### src/rtl/i2c_pkg.sv
// Shared types and helpers for the i2c_master slice: FSM states, quarter phases,
// the captured request payload and the quarter-length computation.
package i2c_pkg;

  localparam int unsigned ADDR_W = 7;
  localparam int unsigned DATA_W = 8;
  localparam int unsigned BIT_W  = 3;

  typedef enum logic [3:0] {
    IDLE,
    START,
    ADDR,
    ADDR_ACK,
    WDATA,
    WDATA_ACK,
    RDATA,
    MACK,
    STOP
  } state_e;

  typedef enum logic [1:0] {
    Q0,
    Q1,
    Q2,
    Q3
  } phase_e;

  // Transaction request latched when start is accepted
  typedef struct packed {
    logic              op;
    logic [ADDR_W-1:0] addr;
    logic [DATA_W-1:0] wdata;
  } i2c_req_t;

  function automatic int unsigned quarter_len(input int unsigned sys_clk,
                                              input int unsigned i2c_freq);
    return (sys_clk / i2c_freq) / 4;
  endfunction

  function automatic phase_e next_phase(input phase_e p);
    phase_e n;
    case (p)
      Q0:      n = Q1;
      Q1:      n = Q2;
      Q2:      n = Q3;
      default: n = Q0;
    endcase
    return n;
  endfunction

endpackage

### src/rtl/i2c_phase_gen.sv
// Quarter-phase timebase for one I2C bit slot: counts QLEN clocks per quarter
// and flags the first/last clock of each quarter and the end of the slot.
module i2c_phase_gen
  import i2c_pkg::*;
#(
  parameter int unsigned QLEN = 5
) (
  input  logic   clk,
  input  logic   resetn,
  input  logic   run,
  input  logic   hold,
  output phase_e phase,
  output logic   phase_first_c,
  output logic   phase_last_c,
  output logic   slot_end_c
);

  localparam int unsigned CW = (QLEN > 1) ? $clog2(QLEN) : 1;

  logic [CW-1:0] cnt;

  assign phase_first_c = (cnt == '0);
  assign phase_last_c  = (cnt == CW'(QLEN - 1));
  assign slot_end_c    = phase_last_c && (phase == Q3);

  // Counter parks at zero while idle so every transaction starts on Q0
  always_ff @(posedge clk or negedge resetn) begin
    if (!resetn) begin
      cnt   <= '0;
      phase <= Q0;
    end else if (!run) begin
      cnt   <= '0;
      phase <= Q0;
    end else if (!hold) begin
      if (phase_last_c) begin
        cnt   <= '0;
        phase <= next_phase(phase);
      end else begin
        cnt <= cnt + CW'(1);
      end
    end
  end

endmodule

### src/rtl/i2c_master.sv
// Single-byte I2C master: one addressed write or read per accepted start.
// Define I2C_MASTER_STRETCH_EN to let a slave stretch SCL via scl_i.
module i2c_master
  import i2c_pkg::*;
#(
  parameter int unsigned SYS_CLK  = 100_000_000,
  parameter int unsigned I2C_FREQ = 5_000_000
) (
  input  logic              clk,
  input  logic              resetn,
  input  logic              start,
  input  logic              op,
  input  logic [ADDR_W-1:0] addr,
  input  logic [DATA_W-1:0] wdata,
  output logic              scl,
  input  logic              scl_i,
  input  logic              sda_i,
  output logic              sda_o,
  output logic              sda_en,
  output logic [DATA_W-1:0] rdata,
  output logic              busy,
  output logic              done,
  output logic              ack_err
);

  localparam int unsigned SLOT = SYS_CLK / I2C_FREQ;
  localparam int unsigned QLEN = quarter_len(SYS_CLK, I2C_FREQ);

  if ((SYS_CLK % I2C_FREQ) != 0 || (SLOT % 4) != 0 || SLOT < 8) begin : g_cfg_check
    $error("i2c_master: SYS_CLK/I2C_FREQ must be an integer multiple of 4 and >= 8");
  end

  state_e            state;
  i2c_req_t          req;
  logic [DATA_W-1:0] shreg;
  logic [BIT_W-1:0]  bit_cnt;
  logic              ack_bit;

  phase_e phase;
  logic   phase_first_c;
  logic   phase_last_c;
  logic   slot_end_c;
  logic   hold;
  logic   run;
  logic   q0_end;
  logic   q1_end;
  logic   q2_end;

  assign run    = (state != IDLE);
  assign q0_end = (phase == Q0) && phase_last_c;
  assign q1_end = (phase == Q1) && phase_last_c;
  assign q2_end = (phase == Q2) && phase_last_c;

  // The line is only ever pulled low; the drive value itself is constant
  assign sda_o = 1'b0;

`ifdef I2C_MASTER_STRETCH_EN
  // Freeze the slot at the SCL rise until the slave lets the line go high
  assign hold = (phase == Q2) && phase_first_c && !scl_i;
`else
  logic [1:0] unused_stretch;
  assign unused_stretch = {scl_i, phase_first_c};
  assign hold           = 1'b0;
`endif

  i2c_phase_gen #(
    .QLEN(QLEN)
  ) u_phase_gen (
    .clk          (clk),
    .resetn       (resetn),
    .run          (run),
    .hold         (hold),
    .phase        (phase),
    .phase_first_c(phase_first_c),
    .phase_last_c (phase_last_c),
    .slot_end_c   (slot_end_c)
  );

  // Outputs are updated on the last clock of the preceding quarter so that
  // they appear registered on the first clock of the quarter they belong to.
  always_ff @(posedge clk or negedge resetn) begin
    if (!resetn) begin
      state   <= IDLE;
      scl     <= 1'b1;
      sda_en  <= 1'b0;
      busy    <= 1'b0;
      done    <= 1'b0;
      ack_err <= 1'b0;
      rdata   <= '0;
      req     <= '0;
      shreg   <= '0;
      bit_cnt <= '0;
      ack_bit <= 1'b0;
    end else begin
      done <= 1'b0;
      case (state)
        IDLE: begin
          scl    <= 1'b1;
          sda_en <= 1'b0;
          if (start && !done) begin
            req     <= '{op: op, addr: addr, wdata: wdata};
            ack_err <= 1'b0;
            busy    <= 1'b1;
            state   <= START;
          end
        end

        START: begin
          if (q1_end) sda_en <= 1'b1;
          if (slot_end_c) begin
            scl     <= 1'b0;
            shreg   <= {req.addr, req.op};
            bit_cnt <= BIT_W'(7);
            state   <= ADDR;
          end
        end

        ADDR, WDATA: begin
          if (q0_end) sda_en <= ~shreg[DATA_W-1];
          if (q1_end) scl <= 1'b1;
          if (slot_end_c) begin
            scl     <= 1'b0;
            shreg   <= {shreg[DATA_W-2:0], 1'b0};
            bit_cnt <= bit_cnt - BIT_W'(1);
            if (bit_cnt == '0) state <= (state == ADDR) ? ADDR_ACK : WDATA_ACK;
          end
        end

        ADDR_ACK: begin
          if (q0_end) sda_en <= 1'b0;
          if (q1_end) scl <= 1'b1;
          if (q2_end) ack_bit <= sda_i;
          if (slot_end_c) begin
            scl <= 1'b0;
            if (ack_bit) begin
              ack_err <= 1'b1;
              sda_en  <= 1'b1;
              state   <= STOP;
            end else if (req.op) begin
              bit_cnt <= BIT_W'(7);
              state   <= RDATA;
            end else begin
              shreg   <= req.wdata;
              bit_cnt <= BIT_W'(7);
              state   <= WDATA;
            end
          end
        end

        WDATA_ACK: begin
          if (q0_end) sda_en <= 1'b0;
          if (q1_end) scl <= 1'b1;
          if (q2_end) ack_bit <= sda_i;
          if (slot_end_c) begin
            scl    <= 1'b0;
            sda_en <= 1'b1;
            if (ack_bit) ack_err <= 1'b1;
            state  <= STOP;
          end
        end

        RDATA: begin
          if (q0_end) sda_en <= 1'b0;
          if (q1_end) scl <= 1'b1;
          if (q2_end) shreg <= {shreg[DATA_W-2:0], sda_i};
          if (slot_end_c) begin
            scl     <= 1'b0;
            bit_cnt <= bit_cnt - BIT_W'(1);
            if (bit_cnt == '0) state <= MACK;
          end
        end

        // Single-byte read: always answer NACK to end the transfer
        MACK: begin
          sda_en <= 1'b0;
          if (q1_end) scl <= 1'b1;
          if (slot_end_c) begin
            scl    <= 1'b0;
            sda_en <= 1'b1;
            rdata  <= shreg;
            state  <= STOP;
          end
        end

        STOP: begin
          if (q1_end) scl <= 1'b1;
          if (q2_end) sda_en <= 1'b0;
          if (slot_end_c) begin
            done  <= 1'b1;
            busy  <= 1'b0;
            state <= IDLE;
          end
        end

        default: begin
          scl    <= 1'b1;
          sda_en <= 1'b0;
          busy   <= 1'b0;
          state  <= IDLE;
        end
      endcase
    end
  end

endmodule

### config.mk
export PLATFORM = sky130hd
export DESIGN_NAME = i2c_master
export DESIGN_NICKNAME = d
export VERILOG_FILES = /design/src/rtl/i2c_pkg.sv /design/src/rtl/i2c_phase_gen.sv /design/src/rtl/i2c_master.sv
export SDC_FILE = /design/constraint.sdc
export NUM_CORES = 1
export LEC_CHECK = 0
export CAP_MARGIN = 20
export CORE_MARGIN = 8
export CORE_UTILIZATION = 49
export DETAILED_ROUTE_END_ITERATION = 6
export PLACE_DENSITY = 0.78
export SLEW_MARGIN = 0
export SYNTH_ARGS = -nofsm -noshare
export SYNTH_HDL_FRONTEND = slang
export SYNTH_SLANG_ARGS = --single-unit
### constraint.sdc
create_clock -name clk -period 1.83 [get_ports clk]
set_clock_uncertainty 0.2 [all_clocks]
set_input_delay 0.183 -clock clk [delete_from_list [all_inputs] [get_ports clk]]
set_output_delay 0.183 -clock clk [all_outputs]
set_load 0.05 [all_outputs]
==> results.json, run 1 <==
{
  "status": "complete, but fails checks",
  "violations": "setup timing",
  "crit_required_ns": 1.83,
  "finalSetupTns_ns": -3.08,
  "cap_violations": 0,
  "die-area_um2": 7770,
  "synth-seq-cells": 50,
  "crit_buf_inv": 3,
  "synth_area_um2": 2550,
  "vias": 2018,
  "post-route-period-util_pct": 108,
  "drc": 0,
  "startpoint_type": "flop",
  "fin_ws_ns": -0.150,
  "track_usage_pct": 16.6,
  "dr.pass1.iters": 4,
  "slowest_delay_ns": 0.50,
  "place_hpwl_um": 4080,
  "cts_made_buffers": 5,
  "yosysSeqAreaShare_pct": 49.1,
  "cts-root-buf": "clkbuf_8",
  "layout-drive-gt1-share_pct": 49.5,
  "core_area_um2": 5070,
  "antennaDiodeCount": 0,
  "cpMaxStageDelayCell": "dfrtp_2",
  "leakage_nw": 1.69,
  "avgSynthCellArea_um2": 11.7,
  "clk_latency_ns": 0.31,
  "synthCells": 218,
  "crit_family": "buffers and inverters",
  "die_w_um": 88.1,
  "start_util_pct": 50.2,
  "peakVddDrop_mv": 0.932,
  "p_per_area_nw_per_um2": 1570,
  "path_max_fanout": 15,
  "cts_buffer_depth": 2,
  "gp_congestion": 0.873,
  "rsz0062_at_grt": "true",
  "io_pins": 35,
  "maxSlewViolCount": 0,
  "grt_pass1_wl_um": 10000,
  "worstPathCellList": "buf_6, nor4_4, buf_4, nand3b_4, buf_12, mux2_4",
  "area_growth_pct": 41.7,
  "end_kind": "flop",
  "drtIter0Drc": 110,
  "overflow": 0,
  "antenna_found_initial": 0,
  "postLayoutCoreUtil_pct": 71.2,
  "holdWs_ns": 0.123,
  "synth-warning-count": 0,
  "drt-wirelength-per-cell_um": 17.6,
  "n_fill_cell": 340,
  "layout_common_cells": "buf_4, dfrtp_1, nand2_1",
  "clock_sinks": 50,
  "grt_max_degree": 36,
  "cts_tree": "done",
  "hold_class": "input pin to asynchronous set/reset pin",
  "synth.distinct_cells": 48,
  "ant_nets": 0,
  "die_y_um": 88.1,
  "num_rows": 26,
  "fin_nets": 327,
  "port_buffers": 32,
  "period_minus_slack_ns": 1.98,
  "fmax_mhz": 505,
  "finalWirelength_um": 6490,
  "critPathKind": "flop to flop",
  "layout_commonest_cell": "buf_4",
  "hold_violations": 0,
  "crit_arrival_ns": 1.98,
  "clkTransAtPathRegs_ns": 0.10,
  "synth_fp_nets": 247,
  "cts_htree_levels": 2,
  "setup-violations-final": 29,
  "via_per_inst": 5.47,
  "grt_pass1_vias": 2078
}
## cell families after synthesis
logic type / Yosys count / share of synthesized area [%]
compound gates: 34 / 10.0
xor+xnor: 2 / 0.982
fa+ha+maj: 8 / 3.93
buf+inv: 18 / 3.73
flops: 50 / 49.1
mux: 37 / 17.4
other cells: 1 / 0.147
simple gates: 68 / 14.7
## worst paths after layout
kind	start	endpoint	slack, ns	cells past startpoint
worst max-delay path	state[2]	req[4]	-0.15	6
worst min-delay path	resetn	sda_en	0.12	2
worst max register to register	state[2]	req[4]	-0.15	6
worst min register to register	ack_err	ack_err	0.31	2
max in group asynchronous	resetn	state[0]	0.78	3
min in group clk	addr[4]	req[12]	0.28	2
## worst reg2reg max path: cells and delay by family (launching register included)
family                 cells  cell delay [ns]
buffers and inverters      3             0.54
and+or+nand+nor            2             0.33
DFF                        1             0.50
muxes                      1             0.30
## state kept, by name, indices dropped and copies added, names as in the netlist
register	cells
u_phase_gen.phase	2
ack_err	1
scl	1
req	16
done	1
rdata	8
busy	1
u_phase_gen.cnt	3
state	4
shreg	8
ack_bit	1
sda_en	1
bit_cnt	3
## cells in the mapped netlist, drive strengths merged
master / instances / area (um2)
or4b: 1 / 13.8
inv: 9 / 33.8
a21boi: 1 / 7.51
a211oi: 2 / 20.0
dfstp: 1 / 26.3
a32o: 2 / 20.0
a31oi: 4 / 25.0
o211ai: 1 / 7.51
dfrtp: 49 / 1230
nor2: 15 / 58.8
and4bb: 1 / 12.5
o21a: 1 / 7.51
o21ai: 5 / 25.0
a21oi: 4 / 23.8
a221oi: 1 / 15.0
and2: 2 / 12.5
nor2b: 5 / 31.3
nand3: 3 / 15.0
and3: 2 / 12.5
conb: 1 / 3.75
nand3b: 4 / 42.5
nand2: 27 / 104
xor2: 2 / 25.0
a22oi: 9 / 67.6
a221o: 1 / 10.0
mux2: 35 / 424
nand2b: 2 / 12.5
ha: 8 / 100
or2: 2 / 12.5
mux2i: 2 / 20.0
o221a: 1 / 11.3
nor3: 3 / 25.0
buf: 9 / 61.3
o22ai: 1 / 6.26
nor4: 1 / 21.3
o221ai: 1 / 8.76
## report_power, final
| part | internal, mW | switching, mW | total (mW) |
|---|---|---|---|
| clock | 0.312 | 0.387 | 0.699 |
| combinational | 1.67 | 1.40 | 3.07 |
| sequential | 1.50 | 0.410 | 1.91 |
| total | 3.49 | 2.20 | 5.68 |
## repair_timing
action | in CTS | in global routing
endpoints found under the hold margin | 50 | 0
pin swaps | 6 | 12
endpoints found under the setup margin | 38 | 38
setup buffers | 9 | 5
resized for setup | 18 | 32
hold buffers | 1 | 0
## final cells by class
type	instances	area, um2	share of cell area (%)
Clock buffer	6	82.6	2.29
Clock inverter	2	16.3	0.450
Inverter	9	33.8	0.935
Multi-Input combinational cell	150	1400	38.8
Sequential cell	50	1260	34.8
Tap cell	70	87.6	2.42
Timing Repair Buffer	82	734	20.3
## metrics by stage
step           setup slack, ns  area, um2  cells  power [mW]
2_1_floorplan          -0.0500       2590    218        3.47
3_3_place_gp            -0.127       3190    346        4.19
3_5_place_dp            -0.191       3190    346        4.27
4_1_cts                 -0.116       3430    364        5.27
5_1_grt                 -0.200       3610    369        6.05
6_report                -0.150       3610    369        5.68
## layer usage
layer	track usage [%]	wire [um]	up-vias
met3	3.28	373	17
met2	26.7	3200	67
li1	-	-	923
met1	21.4	2760	1011
met4	5.99	159	0
met5	0	0	-
Power figures use the tool's default switching activity.
==> inputs of run 2 (changes only) <==
==> constraint.sdc (replaced) <==
create_clock -name clk -period 1.8 [get_ports clk]
set_clock_uncertainty 0.2 [all_clocks]
set_input_delay 0.18 -clock clk [delete_from_list [all_inputs] [get_ports clk]]
set_output_delay 0.18 -clock clk [all_outputs]
set_load 0.05 [all_outputs]
==> results.json, run 2 (synthesized netlist as in run 1, its figures left out) <==
{
  "status": "complete, but fails checks",
  "violations": "setup timing",
  "antenna_found_initial": 0,
  "fin_nets": 330,
  "area_growth_pct": 43.2,
  "layout_common_cells": "buf_4, dfrtp_1, nand2_1",
  "grt_pass1_wl_um": 10400,
  "place_hpwl_um": 4430,
  "grt-busiest-layer": "met2",
  "layout-drive-gt1-share_pct": 49.3,
  "reg2reg_from": "state[1]",
  "start_util_pct": 50.2,
  "leakage_nw": 1.72,
  "clock_sinks": 50,
  "die-area_um2": 7770,
  "clk_latency_ns": 0.31,
  "gp_congestion": 0.856,
  "port_buffers": 32,
  "peakVddDrop_mv": 0.932,
  "track_usage_pct": 17.6,
  "fin_ws_ns": -0.144,
  "num_rows": 26,
  "io_pins": 35,
  "cts_tree": "done",
  "startpoint_type": "flop",
  "reg_top3": "req: 16 flops, rdata: 8 flops, shreg: 8 flops",
  "antennaDiodeCount": 0,
  "n_fill_cell": 358,
  "layout_commonest_cell": "buf_4",
  "path_max_fanout": 5,
  "via_per_inst": 5.47,
  "finalWirelength_um": 6960,
  "holdWs_ns": 0.156,
  "r2r_slack_ns": -0.14,
  "dpl_cell_area_um2": 3200,
  "end_kind": "flop",
  "cap_violations": 0,
  "use_met1_pct": 21.5,
  "cts-root-buf": "clkbuf_8",
  "p_per_area_nw_per_um2": 1610,
  "hold_class": "input pin to asynchronous set/reset pin",
  "die_y_um": 88.1,
  "crit_required_ns": 1.80,
  "met2_usage_pct": 29.8,
  "clkTransAtPathRegs_ns": 0.09,
  "final_cell_area_um2": 3650,
  "setup-violations-final": 40,
  "finalSetupTns_ns": -2.89,
  "drt-wirelength-per-cell_um": 18.7,
  "use_met3_pct": 4.13,
  "timing.rr.end": "shreg[2]",
  "ff2ff_path_depth": 7,
  "largest_register_ffs": 16,
  "period_minus_slack_ns": 1.94,
  "ant_nets": 0,
  "drc": 0,
  "crit_arrival_ns": 1.95,
  "vias": 2036,
  "cts_made_buffers": 5,
  "post-route-period-util_pct": 108,
  "drtIter0Drc": 185,
  "die_w_um": 88.1,
  "rsz0062_at_grt": "true",
  "maxSlewViolCount": 0,
  "cts_htree_levels": 2,
  "cts_buffer_depth": 2,
  "critPathKind": "flop to flop",
  "fmax_mhz": 514,
  "core_area_um2": 5070,
  "overflow": 0,
  "top_register": "req",
  "grt_pass1_vias": 2085,
  "dr.pass1.iters": 4,
  "grt_max_degree": 34,
  "postLayoutCoreUtil_pct": 72.0,
  "hold_violations": 0
}
-- run 2: repair_timing --
item / in CTS / in global routing
hold buffers: 1 / 0
endpoints found under the hold margin: 50 / 0
setup endpoints to repair: 37 / 41
buffers inserted: 11 / 4
pin swaps: 13 / 7
cloned: 0 / 1
resized for setup: 42 / 8
-- run 2: worst max path at each step --
stage	from	cells after the start	endpoint	slack [ns]
after floorplan	u_phase_gen.cnt[0]	8	shreg[0]	-0.08
after global placement	state[1]	4	state[1]	-0.12
after detailed placement	u_phase_gen.cnt[0]	7	shreg[0]	-0.17
after CTS	state[2]	8	state[2]	-0.12
after global routing	state[2]	6	state[1]	-0.21
final	state[1]	7	shreg[2]	-0.14
-- run 2: worst max-delay path, stage by stage, from the launching register on --
cell and delay [ns]:
dfrtp_2 0.43, buf_6 0.14, or2_4 0.25, and2_4 0.17, clkbuf_16 0.15, a22oi_2 0.15
nand2_1 0.08, mux2_2 0.27
-- run 2: where the power goes --
| group | switching, mW | internal (mW) |
|---|---|---|
| Sequential | 0.399 | 1.53 |
| Clock | 0.386 | 0.278 |
| Combinational | 1.46 | 1.82 |
-- run 2: area by class of cell --
class                   instances  area, um2  share of cell area [%]
clock buffers                   6       72.6                    1.99
repair buffers                 85        791                    21.7
inverters                       9       33.8                   0.925
well taps                      70       87.6                    2.40
multi-input cells             150       1400                    38.2
flip-flops and latches         50       1260                    34.4
clock inverters                 2       13.8                   0.377
-- run 2: routing by layer --
layer / vias up / wire length, um
li1: 935 / -
met1: 1012 / 2830
met2: 72 / 3570
met3: 17 / 375
met4: 0 / 183
met5: - / 0
-- run 2: metrics by stage --
step | setup WS [ns] | total power, mW | cells
6_report | -0.144 | 5.87 | 372
5_1_grt | -0.209 | 6.22 | 372
4_1_cts | -0.118 | 5.59 | 367
3_5_place_dp | -0.172 | 4.43 | 347
3_3_place_gp | -0.118 | 4.31 | 347
2_1_floorplan | -0.0800 | 3.55 | 218
==> inputs of run 3 (changes only) <==
--- a/config.mk
+++ b/config.mk
@@ -10,7 +10,6 @@
 export CORE_UTILIZATION = 49
 export DETAILED_ROUTE_END_ITERATION = 6
 export PLACE_DENSITY = 0.78
-export SLEW_MARGIN = 0
 export SYNTH_ARGS = -nofsm -noshare
 export SYNTH_HDL_FRONTEND = slang
 export SYNTH_SLANG_ARGS = --single-unit
==> results of run 3 <==
Final layout, timing and power as in run 2 (identical DEF).
